`src/rtl/mul_acc.sv`:
```
// mul_acc: sums a group of up to N_ACC unsigned products from the mul stage and emits the
//   group sum, term count and sticky overflow flag on a registered output handshake.
// Latency: the closing input handshake at edge k raises out_valid after edge k; one idle
//   HOLD cycle minimum per group, so at most one group per N_ACC+1 cycles.
// Backpressure: in_ready drops while a result is held; in_ready never depends on out_ready.
//
// Optional feature: define MUL_ACC_SAT_EN to saturate the sum at 2^AW-1 instead of wrapping.
//
// Ports:
//   clk, reset             single clock; asynchronous active-high reset
//   in_valid/in_ready      product handshake; in_prod (PW bits), in_last closes the group early
//   out_valid/out_ready    result handshake; out_sum (AW), out_cnt (CW, 1..N_ACC), out_ovf
module mul_acc #(
   parameter int PW    = 8,
   parameter int AW    = 16,
   parameter int N_ACC = 4,
   localparam int CW   = $clog2(N_ACC + 1)
) (
   input  logic          clk,
   input  logic          reset,
   input  logic          in_valid,
   output logic          in_ready,
   input  logic [PW-1:0] in_prod,
   input  logic          in_last,
   output logic          out_valid,
   input  logic          out_ready,
   output logic [AW-1:0] out_sum,
   output logic [CW-1:0] out_cnt,
   output logic          out_ovf
);

   // Zero-extension width for the product; AW >= PW keeps this at least 1.
   localparam int PAD = AW + 1 - PW;

   typedef enum logic {
      ACC  = 1'b0,
      HOLD = 1'b1
   } state_t;

   state_t        state;
   state_t        state_nxt;

   logic [AW-1:0] acc;
   logic [CW-1:0] cnt;
   logic          ovf;

   logic [AW:0]   sum_ext;
   logic          carry;
   logic [AW-1:0] acc_nxt;
   logic [CW-1:0] cnt_nxt;
   logic          ovf_nxt;
   logic          close_cond;
   logic          in_hs;
   logic          out_hs;

   // ------------------------------------------------------------------
   // Adder: one extra bit so the carry out of bit AW-1 is visible.
   // ------------------------------------------------------------------
   always_comb begin
      sum_ext = {1'b0, acc} + {{PAD{1'b0}}, in_prod};
      carry   = sum_ext[AW];
`ifdef MUL_ACC_SAT_EN
      // Once acc sits at all-ones any nonzero product carries again, so it stays pinned.
      acc_nxt = carry ? {AW{1'b1}} : sum_ext[AW-1:0];
`else
      acc_nxt = sum_ext[AW-1:0];
`endif
      ovf_nxt    = ovf | carry;
      cnt_nxt    = cnt + CW'(1);
      // Only meaningful when qualified by an input handshake.
      close_cond = (cnt_nxt == CW'(N_ACC)) || in_last;
   end

   // ------------------------------------------------------------------
   // Control FSM
   // ------------------------------------------------------------------
   always_ff @(posedge clk or posedge reset) begin
      if (reset) begin
         state <= ACC;
      end else begin
         state <= state_nxt;
      end
   end

   // in_ready is decoded from state and reset only, so it is low throughout reset.
   always_comb begin
      state_nxt = state;
      in_ready  = 1'b0;
      out_valid = 1'b0;
      case (state)
         ACC: begin
            in_ready = !reset;
            if (in_valid && !reset && close_cond) begin
               state_nxt = HOLD;
            end
         end
         HOLD: begin
            out_valid = 1'b1;
            if (out_ready) begin
               state_nxt = ACC;
            end
         end
         default: begin
            state_nxt = ACC;
         end
      endcase
   end

   assign in_hs  = in_valid && in_ready;
   assign out_hs = out_valid && out_ready;

   // ------------------------------------------------------------------
   // Accumulator and result registers
   // ------------------------------------------------------------------
   // The internal accumulator keeps the final group value through HOLD and only
   // clears on the output handshake; input handshakes cannot happen in HOLD.
   always_ff @(posedge clk or posedge reset) begin
      if (reset) begin
         acc     <= '0;
         cnt     <= '0;
         ovf     <= 1'b0;
         out_sum <= '0;
         out_cnt <= '0;
         out_ovf <= 1'b0;
      end else if (in_hs) begin
         acc <= acc_nxt;
         cnt <= cnt_nxt;
         ovf <= ovf_nxt;
         if (close_cond) begin
            out_sum <= acc_nxt;
            out_cnt <= cnt_nxt;
            out_ovf <= ovf_nxt;
         end
      end else if (out_hs) begin
         acc <= '0;
         cnt <= '0;
         ovf <= 1'b0;
      end
   end

endmodule

```
`config.mk`:
```
export PLATFORM = sky130hd
export DESIGN_NAME = mul_acc
export DESIGN_NICKNAME = d
export VERILOG_FILES = /design/src/rtl/mul_acc.sv
export SDC_FILE = /design/constraint.sdc
export NUM_CORES = 1
export LEC_CHECK = 0
export BUFFER_PORTS_ARGS = -buffer_cell sky130_fd_sc_hd__buf_2
export CORE_ASPECT_RATIO = 0.75
export CORE_MARGIN = 3
export CORE_UTILIZATION = 30
export DETAILED_ROUTE_END_ITERATION = 8
export HOLD_SLACK_MARGIN = 0.08
export SYNTH_ARGS = -nofsm -noshare
export SYNTH_HDL_FRONTEND = slang
export SYNTH_SLANG_ARGS = --single-unit
```
`constraint.sdc`:
```
create_clock -name clk -period 2.6 [get_ports clk]
set_input_delay 0.52 -clock clk [delete_from_list [all_inputs] [get_ports clk]]
set_output_delay 0.52 -clock clk [all_outputs]
set_load 0.01 [all_outputs]
```
==> results.txt <==
----------------------------------------------------
[Logic synthesis]
  Compound-gate portion of the synthesized area ... 17.3%
  Number of synthesized register bits ... 41
  Unique masters post-synth ... 36
  EDFF count, synth ... 0
  Synth Area in Simple Gates ... 18.3%
  Cell area after technology mapping ... 2150 um2
  Multiplexer share of the synthesized area ... 1.57%
  Post-synthesis async set-or-reset flop share ... 100%
  Most common cell in the netlist ... nand2_1
  Post-Synthesis Mean Instance Area ... 9.47 um2
  Synth top area cells ... dfrtp_1 48%, o21ai_0 8.1%, nand2_1 7.3%
  Area share of the largest cell type after synthesis ... 47.7%
  Cells after synthesis ... 227
  Combinational family with the most area after synthesis ... simple AND/OR/NAND/NOR gates
  Share of synthesized area occupied by flip-flops and latches ... 47.7%
  Most used flip-flop cell after synthesis ... dfrtp_1
  Post-Synth XOR/XNOR Area ... 6.11%
  Synthesized netlist net count ... 251
  Yosys warns ... 0
  Adder and majority cell fraction of the synthesized area ... 6.75%
  Post-synthesis cell type with the largest combined area ... dfrtp_1
  Synth cell count leaders ... 42 x nand2_1, 41 x dfrtp_1, 35 x o21ai_0

[Setup path]
  Top Family by Delay on Critical Path ... adder cells
  R2r setup slk ... 460 ps
  Critical register-to-register path startpoint ... acc[0]
  Maximum fanout encountered on the critical timing path ... 8
  Worst R2R Path Depth ... 9
  Arrival time reported for the critical path endpoint ... 2320 ps
  Slowest cell delay on critical path ... 410 ps
  Critical path buffers and inverters ... 1
  Critical Path Sink Type ... register
  Worst-path cell with the longest stage delay ... fa_1
  Destination of the worst register-to-register timing path ... out_sum[14]
  CP Data Required Time ... 2780 ps
  Startpoint Class ... register
  Series of cell instances along the critical path ... ha_1 > fa_1 > a21oi_1 > a2bb2oi_1 > buf_4 > a211oi_4 > nand2_1 > xor2_1 > o21ai_1
  Kind of critical path ... reg -> reg

[Clock network]
  Post CTS Setup Buffer Count ... 0
  Max H-tree Level ... 2
  Total of hold buffers inserted after clock tree synthesis ... 0
  Num CTS Buffers ... 5
  Post-cts resize count ... 0
  Cell at the root of the clock tree ... clkbuf_8
  Worst skew pair latency ... 290 ps
  Number of buffers on the longest clock path ... 2
  Clock slew seen by the registers of the worst setup and hold paths ... 80 ps
  Sink Count ... 41
  TritonCTS clock tree ... yes

[Timing]
  Setup violators final ... 0
  Worst Tran Pin Value ... 534 ps
  Pins Over Slew Limit ... 0
  Total Negative Setup Slacks ... 0 ps
  Final-report hold violation count ... 0
  Final Critical Period ... 2140 ps
  Final period util ... 82.2%
  Max-slew headroom at the worst pin ... 64.4%
  FMAX ... 468 MHz
  Final worst setup slack ... 464 ps
  Worst Skew ... 6.92 ps
  RSZ-0062 raised after global routing ... no

[Global route]
  Remaining global-route overflow ... 0
  GRT Overall Usage ... 12.4%
  Met3 usage in global routing ... 3.49%
  Number of antenna violations at the first check in global routing ... 0
  Via count of the first global-routing pass ... 1624
  Met1 global-route usage ... 18.0%
  GR Util met2 ... 17.6%
  Global-route wire length before repair ... 8090 um
  Largest net degree at the start of global routing ... 42
  Most used routing layer ... met1

[Floorplanning]
  Chip Width ... 104 um
  Number of top-level pins ... 35
  Overall die area ... 8230 um2
  Initial Utilization ... 31.2%
  Die height ... 79.3 um
  Number of placement rows ... 26
  Core Area ... 6900 um2

[Route]
  Post-route DRC violation count ... 0
  Sum of routed wire length over all layers ... 4680 um
  Vias post-DR ... 1704
  DRT Pass-1 Iters ... 4
  Number of nets with antenna violations after routing ... 0
  Per-cell routed wire length ... 12.9 um
  Per-cell via count in the routed design ... 4.69
  Drt initial violations ... 64

[Layout]
  Finished Core Util ... 37.1%
  Fraction of final layout cells sized beyond drive strength 1 ... 21.5%
  Fillers ... 732
  Final nets ... 288
  Total inserted antenna cells ... 0
  Area growth syn-to-layout ... 19.2%

[Run status]
  Outcome ... finished clean

[Placed design]
  Buffers added on ports ... 34
  Half-perimeter wire length after detailed placement ... 3280 um
  Pre-CTS setup slack ... 205 ps
  Routability congestion estimate from global placement ... 0.842

[Power]
  Power per unit of standard cell area ... 919 nW/um2
  Leak ... 1.18 nW
  Worst supply voltage drop on vdd ... 0.364 mV

[Worst hold path]
  Path category of the worst min-delay check ... in -> async

[Job]
  Number of max-capacitance violations reported ... 0

----------------------------------------------------
[power breakdown]
| group | switching (mW) | internal, mW | total, mW |
|---|---|---|---|
| sequential | 0.113 | 0.815 | 0.928 |
| combinational | 0.504 | 0.380 | 0.885 |
| clock | 0.227 | 0.313 | 0.540 |
| total | 0.844 | 1.51 | 2.35 |
[routing by layer]
layer / routed length [um] / vias up
met5: 0 / -
met1: 2520 / 798
met2: 1850 / 40
met3: 257 / 5
met4: 61 / 0
li1: - / 861
[worst min-delay path: stages]
cell	delay [ps]
buf_2	100
inv_1	40
buf_4	450
[flip-flops by register name (all words and copies together), names as in the netlist]
signal / count
acc: 16
cnt: 3
out_cnt: 3
out_ovf: 1
out_sum: 16
ovf: 1
state: 1
[final cells by class]
| cell class | instances | area (um2) | share of cell area [%] |
|---|---|---|---|
| Sequential cell | 41 | 1030 | 40.1 |
| Inverter | 3 | 11.3 | 0.440 |
| Timing Repair Buffer | 39 | 208 | 8.11 |
| Tap cell | 98 | 123 | 4.79 |
| Clock buffer | 7 | 86.3 | 3.37 |
| Clock inverter | 1 | 30.0 | 1.17 |
| Multi-Input combinational cell | 174 | 1080 | 42.1 |
[per-stage QoR]
step	area (um2)	power [mW]	hold slack, ps	instances
2_1_floorplan	2150	1.57	450	227
3_3_place_gp	2440	1.82	455	355
3_5_place_dp	2440	1.83	463	355
4_1_cts	2560	2.39	381	363
5_1_grt	2560	2.55	425	363
6_report	2560	2.35	361	363
[cells by family (layout without fill, tap and decap cells)]
logic type / Yosys count / after routing
DFF: 41 / 41
muxes: 3 / 3
AOI/OAI and AO/OA: 62 / 62
xor gates and xnor gates: 15 / 15
adders and majority gates: 11 / 11
and+or+nand+nor: 83 / 83
buffers and inverters: 12 / 50
[worst max path at each step]
stage,cells past startpoint,startpoint,endpoint
after global routing,9,acc[0],out_sum[14]
after floorplan,8,in_prod[0],out_sum[14]
after CTS,9,acc[0],out_sum[14]
after global placement,10,in_prod[0],out_sum[14]
after detailed placement,10,in_prod[0],out_sum[14]
final,9,acc[0],out_sum[14]
[cell usage in the layout (no fill, tap or decap), types with 2 or more instances in the layout]
cell,n
inv_1,3
nand2b_1,2
o31ai_1,2
o21ai_0,35
xor2_1,7
dfrtp_1,41
nor3b_1,2
nor3_2,3
clkbuf_8,6
nand3_1,14
nand2_1,42
xnor2_1,8
nor3_1,2
nor2_1,10
nor2b_1,3
a31oi_1,3
buf_4,5
o21ai_1,4
a21o_1,3
buf_2,34
mux2_2,3
ha_1,10
a21oi_1,7
Note: power is estimated with default switching activity, not from simulation.
